**src/rtl/reg_pipe.sv**
```systemverilog
// Elastic register pipeline: DEPTH valid/ready stages with bubble collapsing,
// an occupancy count and a synchronous flush.
module reg_pipe #(
  parameter int unsigned      WIDTH     = 18,
  parameter int unsigned      DEPTH     = 2,
  parameter logic [WIDTH-1:0] RESET_VAL = '0,
  localparam int unsigned     CntW      = $clog2(DEPTH + 1)
) (
  input  logic             clk,
  input  logic             rst_n,
  input  logic             clr,
  input  logic             in_valid,
  output logic             in_ready,
  input  logic [WIDTH-1:0] in_data,
  output logic             out_valid,
  input  logic             out_ready,
  output logic [WIDTH-1:0] out_data,
  output logic [CntW-1:0]  count
);

  logic [DEPTH-1:0] v_q, v_d;
  logic [WIDTH-1:0] d_q [DEPTH];
  logic [WIDTH-1:0] d_d [DEPTH];
  logic [DEPTH-1:0] rdy;
  logic [DEPTH-1:0] src_v;
  logic [WIDTH-1:0] src_d [DEPTH];
  logic [CntW-1:0]  count_q, count_d;
  logic             acc, cons;

  // A stage can take new data when it is empty or its occupant moves on.
  always_comb begin
    logic r;
    r = out_ready;
    for (int i = int'(DEPTH) - 1; i >= 0; i--) begin
      rdy[i] = ~v_q[i] | r;
      r      = rdy[i];
    end
  end

  assign in_ready  = rdy[0] & ~clr;
  assign out_valid = v_q[DEPTH-1];
  assign out_data  = d_q[DEPTH-1];
  assign count     = count_q;
  assign acc       = in_valid & in_ready;
  assign cons      = out_valid & out_ready;

  always_comb begin
    src_v[0] = in_valid;
    src_d[0] = in_data;
    for (int i = 1; i < int'(DEPTH); i++) begin
      src_v[i] = v_q[i-1];
      src_d[i] = d_q[i-1];
    end
  end

  always_comb begin
    v_d = v_q;
    d_d = d_q;
    if (clr) begin
      v_d = '0;
      for (int i = 0; i < int'(DEPTH); i++) d_d[i] = RESET_VAL;
    end else begin
      for (int i = 0; i < int'(DEPTH); i++) begin
        if (rdy[i]) begin
          v_d[i] = src_v[i];
          // Bubbles keep their old data frozen.
          if (src_v[i]) d_d[i] = src_d[i];
        end
      end
    end
  end

  always_comb begin
    count_d = count_q;
    if (clr) begin
      count_d = '0;
    end else if (acc && !cons) begin
      count_d = count_q + CntW'(1);
    end else if (!acc && cons) begin
      count_d = count_q - CntW'(1);
    end
  end

  always_ff @(posedge clk or negedge rst_n) begin
    if (!rst_n) begin
      v_q     <= '0;
      count_q <= '0;
      for (int i = 0; i < int'(DEPTH); i++) d_q[i] <= RESET_VAL;
    end else begin
      v_q     <= v_d;
      count_q <= count_d;
      for (int i = 0; i < int'(DEPTH); i++) d_q[i] <= d_d[i];
    end
  end

endmodule

```
**config.mk**
```make
export PLATFORM = sky130hd
export DESIGN_NAME = reg_pipe
export DESIGN_NICKNAME = d
export VERILOG_FILES = /design/src/rtl/reg_pipe.sv
export SDC_FILE = /design/constraint.sdc
export NUM_CORES = 1
export LEC_CHECK = 0
export ABC_AREA = 0
export BUFFER_PORTS_ARGS = -buffer_cell sky130_fd_sc_hd__buf_2
export CORE_UTILIZATION = 46
export DETAILED_ROUTE_END_ITERATION = 10
export PLACE_DENSITY = 0.8
export RECOVER_POWER = 50
export SLEW_MARGIN = 0
export SYNTH_ARGS = -nofsm -noshare
export SYNTH_HDL_FRONTEND = slang
export SYNTH_SLANG_ARGS = --single-unit
```
**constraint.sdc**
```tcl
create_clock -name clk -period 1.6 [get_ports clk]
set_clock_uncertainty 0.2 [all_clocks]
set_input_delay 0.08 -clock clk [delete_from_list [all_inputs] [get_ports clk]]
set_output_delay 0.08 -clock clk [all_outputs]
set_load 0.02 [all_outputs]
```
==> results of run 1 <==
[metal layers]
layer  global-route usage (%)  vias to the layer above  routed length [µm]
met5                        0                        -                   0
li1                         -                      554                   -
met3                     4.38                        6                 203
met1                     28.1                      606                1540
met4                     9.01                        0                  59
met2                     30.1                       51                1740
[synthesized netlist by cell type (all sizes together)]
master and instances:
dfrtp 40, a22o 36, buf 23, nor2 7, a21oi 3, and3b 2
mux2 2, nor2b 2, nor3b 2, a31oi 1, and2b 1, nand2b 1
nand3b 1, nor4bb 1, o21ai 1
[final timing paths]
kind | to | slack, ns | depth (start not counted)
hold / removal | v_q[1] | 0.03 | 4
setup reg to reg | d_q[19] | 0.08 | 4
hold reg to reg | out_data[15] | 0.30 | 1
max in group asynchronous | out_data[16] | 0.13 | 4
min in group asynchronous | v_q[0] | 0.53 | 3
setup / recovery | in_ready | 0.05 | 3
[per-stage QoR]
step           std cells  setup slack, ns  hold slack, ns
2_1_floorplan        123          0.00424          -0.416
3_3_place_gp         194          -0.0930          -0.200
3_5_place_dp         194           -0.166          -0.185
4_1_cts              223           0.0127          0.0145
5_1_grt              227          0.00407          0.0466
6_report             227           0.0548          0.0323
[kinds of logic (layout without fill, tap and decap cells)]
family | after synthesis | count (layout) | share of synthesized area [%]
and+or+nand+nor | 17 | 17 | 7.84
AOI/OAI and AO/OA | 41 | 41 | 20.8
muxes | 2 | 2 | 1.34
DFF | 40 | 40 | 59.7
buffers and inverters | 23 | 81 | 10.3
[where the power goes]
part | leakage, nW | switching [mW] | internal [mW] | total (mW)
sequential | 0.539 | 0.0322 | 1.06 | 1.09
combinational | 0.535 | 0.133 | 0.144 | 0.276
clock | 0.0281 | 0.305 | 0.162 | 0.467
[registers in the layout, indices dropped and copies added (netlist names)]
| register | count |
|---|---|
| count | 2 |
| out_data | 18 |
| d_q | 18 |
| v_q | 2 |
[area by class of cell]
class	instances	area, µm²
Fill cell	275	1240
Sequential cell	40	1000
Timing Repair Buffer	74	544
Multi-Input combinational cell	60	520
Tap cell	46	57.6
Clock buffer	6	41.3
Clock inverter	1	5.00
[cell usage in the layout, fill, tap and decap left out, drive strengths merged]
master       count
o21ai            1
nand2b           1
clkbuf           6
dlygate4sd3     22
a22o            36
and3b            2
and2b            1
nor2b            2
nand3b           1
buf             52
a31oi            1
nor3b            2
a21oi            3
nor4bb           1
nor2             7
clkinv           1
dfrtp           40
mux2             2
[repair_timing]
action                                  CTS  global route
resized for setup                         3             4
pin swaps                                 1             3
endpoints found under the setup margin   36            62
hold buffers                             22             0
buffers inserted                          0             4
gates cloned                              0             0
hold endpoints to repair                 60             0
[worst max-delay path, stage by stage (launching register included)]
cell and delay [ns]:
sky130_fd_sc_hd__dfrtp_2 0.48, sky130_fd_sc_hd__and3b_4 0.22, sky130_fd_sc_hd__nor2_2 0.08, sky130_fd_sc_hd__buf_4 0.14
==> out/results.ini, run 1 <==
[place]
place.detailed.hpwl_um = 2200
io_buffers = 44
place_area_mm2 = 0.00182
routabilityCongestion = 0.765

[floorplanning]
core_region_area_mm2 = 0.00342
row_count = 21
num_io_pins = 45
die_x_um = 62.4
dieArea_mm2 = 0.00389
die_h_um = 62.4
starting_density_of_the_core_pct = 49.1

[sta]
final_min_period_over_clock_period_pct = 96.6
finalSetupTns_ns = 0
period_minus_slack_ns = 1.55
slew_viol_final = 0
rsz0062_at_grt = false
actual_slew_at_the_worst_max_slew_pin_ns = 0.398
finalSetupViolCount = 0
final_hold_viol_count = 0
max_freq_ghz = 0.647
max_slew_margin_pct = 73.5

[global_routing]
gr-total-overflow = 0
grt_antenna_before_repair = 0
grt_pass1_vias = 1205
grt_util_all_layers_pct = 20.1
grt_first_pass_wirelength_um = 5950
maximum_number_of_pins_on_one_net_before_global_route_repair = 25

[route]
post_drt_via_cell_ratio = 5.36
final_antenna_net_count = 0
route.detailed.wl_per_inst_um = 15.6
drc_markers = 0
drt_pass_1_iters = 4
routed-via-count = 1217
detail_route.wirelength_um = 3550
drt_iter0_markers = 79

[clocking]
clock-root-buffer = sky130_fd_sc_hd__clkbuf_4
max_clock_buf_depth = 2
clock_latency_ns = 0.35
clkSlewWorstSetupHoldPaths_ns = 0.11
tritoncts_num_sinks = 40
numCtsBuffers = 5
cts_tree = yes
htree_num_levels = 2

[synthesis]
synth_top_area_share_pct = 59.7
post-synth-top-area-cell = sky130_fd_sc_hd__dfrtp_1
synth.avg_cell_area_um2 = 13.6
post_synth_num_cell_types = 20
mappedNetlistArea_mm2 = 0.00168
synth_sequential_area_ratio_pct = 59.7
synth_seq_cells = 40
synth_fp_nets = 146
yosysWarningCount = 0
synth_area_leaders = sky130_fd_sc_hd__dfrtp_1, sky130_fd_sc_hd__a22o_1, sky130_fd_sc_hd__buf_4
post_synth_inst_count = 123

[worst_setup_path]
worst_r2r_startpoint = v_q[0]
critPathLaunchType = flip-flop
arrival_time_of_data_at_the_critical_path_endpoint_ns = 1.27
cp-startpoint = v_q[0]
worst-path-max-fanout = 6
crit_path_end_kind = output pin
critical_path_class = reg -> out
worst-endpoint-required_ns = 1.32

[finish]
final_layout_size_suffix_gt1_share_pct = 37.6
post-route-cell-area_mm2 = 0.00217
nNetsFinal = 204
final_core_util_pct = 63.6
num_antenna_cells = 0
area_growth_pct = 29.6

[hold_path]
class_of_the_most_critical_hold_timing_path = in -> reg
holdCritStartpoint = out_ready

[power_and_ir_drop]
worst_ir_drop_vdd_mv = 0.342
power.leakage_nw = 1.10
fin_total_pwr_mw = 1.83
power_density_mw_per_mm2 = 843

[run_status]
run_status = complete, no violations

[flow_run]
drv.max_cap_violation_count = 0

No activity file was read; power rests on OpenSTA's default activity.
==> run 2, diff against run 1 <==
Settings changed: CORE_UTILIZATION 46 to 48, CTS_BUF_LIST set to sky130_fd_sc_hd__clkbuf_8, PLACE_DENSITY 0.8 to unset, PLACE_DENSITY_LB_ADDON set to 0.15.
==> run 2 against run 1 <==
  * Sequential power barely moved
  * Register-to-register slack got worse by 0.07 ns
  * Critical path depth rose by 2
  * Combinational power rose by 3%
  * Core utilization rose by 3.7 points
  * Cell area rose by 3.3%
  * Non-clock buffer count rose by 5
  * First-iteration DRC count fell by 42%
  * Worst hold slack improved by 0.050 ns
==> out/results.ini, run 2 (synthesis results as in run 1) <==
[route]
drt_iter0_markers = 46  ; -42%
detail_route.wirelength_um = 3550  ; about the same
post_drt_via_cell_ratio = 5.18  ; -3.4%
drt_pass_1_iters = 4  ; unchanged
final_antenna_net_count = 0  ; unchanged
routed-via-count = 1207  ; -0.82%
drc_markers = 0  ; unchanged
route.detailed.wl_per_inst_um = 15.2  ; -2.6%

[clocking]
htree_num_levels = 2  ; unchanged
numCtsBuffers = 5  ; unchanged
tritoncts_num_sinks = 40  ; unchanged
cts_tree = yes
max_clock_buf_depth = 2  ; unchanged
clock-root-buffer = sky130_fd_sc_hd__clkbuf_8
clkSlewWorstSetupHoldPaths_ns = 0.08  ; -0.03 ns
clock_latency_ns = 0.29  ; -0.06 ns

[finish]
post_layout_nonfiller_instances = 233  ; +2.6%
nNetsFinal = 209  ; +2.5%
filler_cell_count = 270  ; -1.8%
layout_common_cells = sky130_fd_sc_hd__buf_2, sky130_fd_sc_hd__dfrtp_1, sky130_fd_sc_hd__a22o_1
final_common_cell = sky130_fd_sc_hd__buf_2
num_antenna_cells = 0  ; unchanged
area_growth_pct = 33.9
final_layout_size_suffix_gt1_share_pct = 40.1  ; +2.5 points

[global_routing]
grt_util_all_layers_pct = 22.2  ; +2.1 points
maximum_number_of_pins_on_one_net_before_global_route_repair = 22  ; -12%
gr-total-overflow = 0  ; unchanged
grt_antenna_before_repair = 0  ; unchanged
grt_first_pass_wirelength_um = 5710  ; -4.1%
grt_pass1_vias = 1183  ; -1.8%

[worst_setup_path]
critical_path_class = reg -> reg
worst-path-max-fanout = 8  ; +2
crit_path_end_kind = flip-flop
critPathLaunchType = flip-flop
worst-endpoint-required_ns = 1.63  ; +0.31 ns
arrival_time_of_data_at_the_critical_path_endpoint_ns = 1.62  ; +0.35 ns
setup.reg_to_reg.worst_slack_ns = 0.01  ; -0.07 ns

[sta]
max_freq_ghz = 0.630  ; -2.6%
finalSetupViolCount = 0  ; unchanged
finalWorstSetupSlack_ns = 0.0131  ; -0.0417 ns
final_min_period_over_clock_period_pct = 99.2  ; +2.6 points
rsz0062_at_grt = true
slew_viol_final = 0  ; unchanged
max_slew_margin_pct = 66.4  ; -7.1 points
period_minus_slack_ns = 1.59  ; +0.0417 ns
finalSetupTns_ns = 0  ; unchanged
actual_slew_at_the_worst_max_slew_pin_ns = 0.504  ; +0.106 ns
final_hold_viol_count = 0  ; unchanged

[floorplanning]
dieArea_mm2 = 0.00373  ; -4.0%
die_x_um = 61.1  ; -2.0%
die_h_um = 61.1  ; -2.0%
row_count = 21  ; unchanged
starting_density_of_the_core_pct = 50.2  ; +1.2 points
num_io_pins = 45  ; unchanged
core_region_area_mm2 = 0.00334  ; -2.3%

[place]
placedCellCount = 198  ; +2.1%
routabilityCongestion = 0.686  ; -10%
io_buffers = 44  ; unchanged
dpl_worst_slack_ns = -0.209  ; -0.0436 ns
place.detailed.hpwl_um = 2220  ; +1.2%

[flow_run]
drv.max_cap_violation_count = 0  ; unchanged

[power_and_ir_drop]
power.leakage_nw = 1.15  ; +4.6%
power_density_mw_per_mm2 = 912  ; +8.1%
worst_ir_drop_vdd_mv = 0.513  ; +50%

[run_status]
run_status = complete, no violations

[hold_path]
class_of_the_most_critical_hold_timing_path = in -> async

[run 2: final timing paths]
path,from,end,depth (start not counted)
min in group clk,out_ready,v_q[1],4
worst max register to register,v_q[1],d_q[33],5
worst min register to register,d_q[20],d_q[20],1
max in group asynchronous,rst_n,v_q[0],3
worst max-delay path,v_q[1],d_q[33],5
worst min-delay path,rst_n,d_q[24],2
[run 2: cell type report]
type | instances | area [µm²] | area share [%]
repair buffers | 79 | 573 | 25.5
flip-flops and latches | 40 | 1000 | 44.6
well taps | 46 | 57.6 | 2.56
clock inverters | 2 | 10.0 | 0.446
clock buffers | 6 | 82.6 | 3.68
multi-input cells | 60 | 520 | 23.2
[run 2: stage by stage]
stage	hold slack [ns]	utilization, %	cell area [µm²]	power, mW
after floorplan	-0.416	-	1680	1.23
after global placement	-0.158	55.2	1840	1.31
after detailed placement	-0.145	55.2	1840	1.32
after CTS	0.0702	65.8	2190	2.05
after global routing	0.142	67.3	2240	2.14
final	0.0821	67.3	2240	2.05
[run 2: critical path, stage by stage (launching register included)]
cell                      delay [ns]
sky130_fd_sc_hd__dfrtp_1        0.44
sky130_fd_sc_hd__and3b_4        0.21
sky130_fd_sc_hd__buf_6          0.11
sky130_fd_sc_hd__nor3b_4        0.25
sky130_fd_sc_hd__buf_6          0.18
sky130_fd_sc_hd__a22o_1         0.14
[run 2: power by group]
part | leakage (nW) | internal (mW) | switching [mW] | total [mW]
clock network | 0.0510 | 0.344 | 0.334 | 0.678
registers | 0.542 | 1.06 | 0.0291 | 1.08
logic | 0.560 | 0.147 | 0.137 | 0.284
total | 1.15 | 1.55 | 0.500 | 2.05
[run 2: what timing repair did]
action | CTS | global route
gates resized for setup | 4 | 6
setup buffers | 4 | 2
endpoints found under the setup margin | 37 | 26
gates cloned | 0 | 0
endpoints found under the hold margin | 60 | 0
pin swaps | 2 | 23
hold buffers | 21 | 0
[run 2: per-layer routing]
metal	track usage (%)	share of wire, %
met5	0	0
met4	13.0	1.8
met3	5.25	2.7
met2	34.0	47
met1	28.9	48
==> run 3, diff against run 2 <==
Settings changed: CORE_UTILIZATION 48 to 55.
Clock period 1.6 ns to 2 ns, I/O delays scaled along.
==> run 3 against run 2 <==
  * Cell count shrank 10%
  * Cell area is 6.2% lower
  * Clock power shrank 4.6%
  * Core utilization up 7.2 points
  * Fmax down 14%
  * The run now ends with design-rule violations left
  * Sequential cell count stayed put
  * Via count down 3.2%
  * Critical path type unchanged
  * Routed wire length fell by 1.9%
  * Global-route usage rose by 2.1 points
  * Critical path depth decreased by 2
  * Count of clock-buffer cells in the layout shrank 1
==> out/results.ini, run 3 (synthesis results as in run 1) <==
[route]
detail_route.wirelength_um = 3480  ; -1.9%
final_antenna_net_count = 0  ; unchanged
routed-via-count = 1168  ; -3.2%
drt_pass_1_iters = 7  ; +3
drc_markers = 3  ; +3
drt_iter0_markers = 48  ; +4.3%
route.detailed.wl_per_inst_um = 16.7  ; +9.4%
post_drt_via_cell_ratio = 5.59  ; +7.9%

[power_and_ir_drop]
power_density_mw_per_mm2 = 813  ; -11%
fin_total_pwr_mw = 1.71  ; -16%
power.leakage_nw = 1.05  ; -9.0%
worst_ir_drop_vdd_mv = 0.610  ; +19%

[floorplanning]
num_io_pins = 45  ; unchanged
dieArea_mm2 = 0.00327  ; -12%
die_x_um = 57.2  ; -6.4%
core_region_area_mm2 = 0.00283  ; -15%
row_count = 19  ; -9.5%
die_h_um = 57.2  ; -6.4%
starting_density_of_the_core_pct = 59.3  ; +9.0 points

[run_status]
violated_checks = design-rule violations
run_status = complete, but fails checks

[clocking]
cts_post_setup_buffers_inserted = 0  ; -4
clkSlewWorstSetupHoldPaths_ns = 0.07  ; about the same
post_cts_resized = 0  ; -4
cts_tree = yes
numCtsBuffers = 5  ; unchanged
cts-hold-fix-buffers = 22  ; +4.8%
max_clock_buf_depth = 2  ; unchanged
clock_latency_ns = 0.29  ; about the same
clock-root-buffer = sky130_fd_sc_hd__clkbuf_8
htree_num_levels = 2  ; unchanged
tritoncts_num_sinks = 40  ; unchanged

[finish]
final_core_util_pct = 74.4  ; +7.2 points
layout_common_cells = sky130_fd_sc_hd__dfrtp_1, sky130_fd_sc_hd__a22o_1, sky130_fd_sc_hd__buf_2
area_growth_pct = 25.6
post-route-cell-area_mm2 = 0.00211  ; -6.2%
post_layout_nonfiller_instances = 209  ; -10%
final_common_cell = sky130_fd_sc_hd__dfrtp_1
nNetsFinal = 200  ; -4.3%
final_layout_size_suffix_gt1_share_pct = 29.2  ; -11 points
num_antenna_cells = 0  ; unchanged

[global_routing]
grt_first_pass_wirelength_um = 5840  ; +2.3%
grt_pass1_vias = 1260  ; +6.5%
maximum_number_of_pins_on_one_net_before_global_route_repair = 23  ; +4.5%
grt_antenna_before_repair = 0  ; unchanged
gr-total-overflow = 0  ; unchanged
grt_util_all_layers_pct = 24.4  ; +2.1 points

[hold_path]
timing.hold.worst_path_depth = 4
class_of_the_most_critical_hold_timing_path = in -> reg

[sta]
slew_viol_final = 0  ; unchanged
finalSetupTns_ns = 0  ; unchanged
finalWorstSetupSlack_ns = 0.162  ; +0.149 ns
finalSetupViolCount = 0  ; unchanged
max_slew_margin_pct = 27.9  ; -39 points
fin_hold_ws_ns = 0.116  ; +0.0335 ns
period_minus_slack_ns = 1.84  ; +0.251 ns
final_min_period_over_clock_period_pct = 91.9  ; -7.3 points
actual_slew_at_the_worst_max_slew_pin_ns = 1.08  ; +0.578 ns
final_hold_viol_count = 0  ; unchanged
rsz0062_at_grt = false
max_freq_ghz = 0.544  ; -14%

[worst_setup_path]
worst-endpoint-required_ns = 2.03  ; +0.40 ns
r2r_cells = 3  ; -2
crit_path_end_kind = flip-flop
critical_path_class = reg -> reg
worst-path-max-fanout = 18  ; +10
arrival_time_of_data_at_the_critical_path_endpoint_ns = 1.86  ; +0.24 ns
critPathLaunchType = flip-flop

[place]
dpl_worst_slack_ns = 0.184  ; +0.393 ns
place.detailed.hpwl_um = 2110  ; -5.3%
placedCellCount = 179  ; -9.6%
io_buffers = 44  ; unchanged
place_area_mm2 = 0.00179  ; -2.6%
routabilityCongestion = 0.728  ; +6.2%

[flow_run]
drv.max_cap_violation_count = 0  ; unchanged

## run 3: routing by layer
| layer | routed length [µm] | share of wire, % | GRT usage (%) | vias up |
|---|---|---|---|---|
| met4 | 46 | 1.3 | 10.5 | 0 |
| met5 | 0 | 0 | 0 | - |
| li1 | - | - | - | 542 |
| met2 | 1830 | 52 | 41.2 | 36 |
| met1 | 1460 | 42 | 30.9 | 586 |
| met3 | 143 | 4.1 | 4.76 | 4 |
## run 3: power breakdown
group / internal (mW) / switching, mW / total [mW]
clock: 0.369 / 0.278 / 0.647
sequential: 0.844 / 0.0259 / 0.870
combinational: 0.0954 / 0.100 / 0.196
## run 3: critical path, stage by stage, from the launching register on
cell,delay [ns]
sky130_fd_sc_hd__dfrtp_1,0.44
sky130_fd_sc_hd__and3b_4,0.24
sky130_fd_sc_hd__nor3b_4,0.62
sky130_fd_sc_hd__a22o_1,0.27
## run 3: worst paths after layout
kind                                 to  slack, ns      start
max in group asynchronous  out_data[12]       0.42      rst_n
hold reg to reg             out_data[3]       0.29    d_q[21]
setup / recovery                d_q[35]       0.16     v_q[0]
hold / removal                   v_q[1]       0.12  out_ready
min in group asynchronous   out_data[3]       0.32      rst_n
setup reg to reg                d_q[35]       0.16     v_q[0]
## run 3: cell type report
class,instances,area (µm²)
clock buffers,5,68.8
clock inverters,3,42.5
fillers,203,723
multi-input cells,60,503
flip-flops and latches,40,1000
well taps,31,38.8
repair buffers,70,452
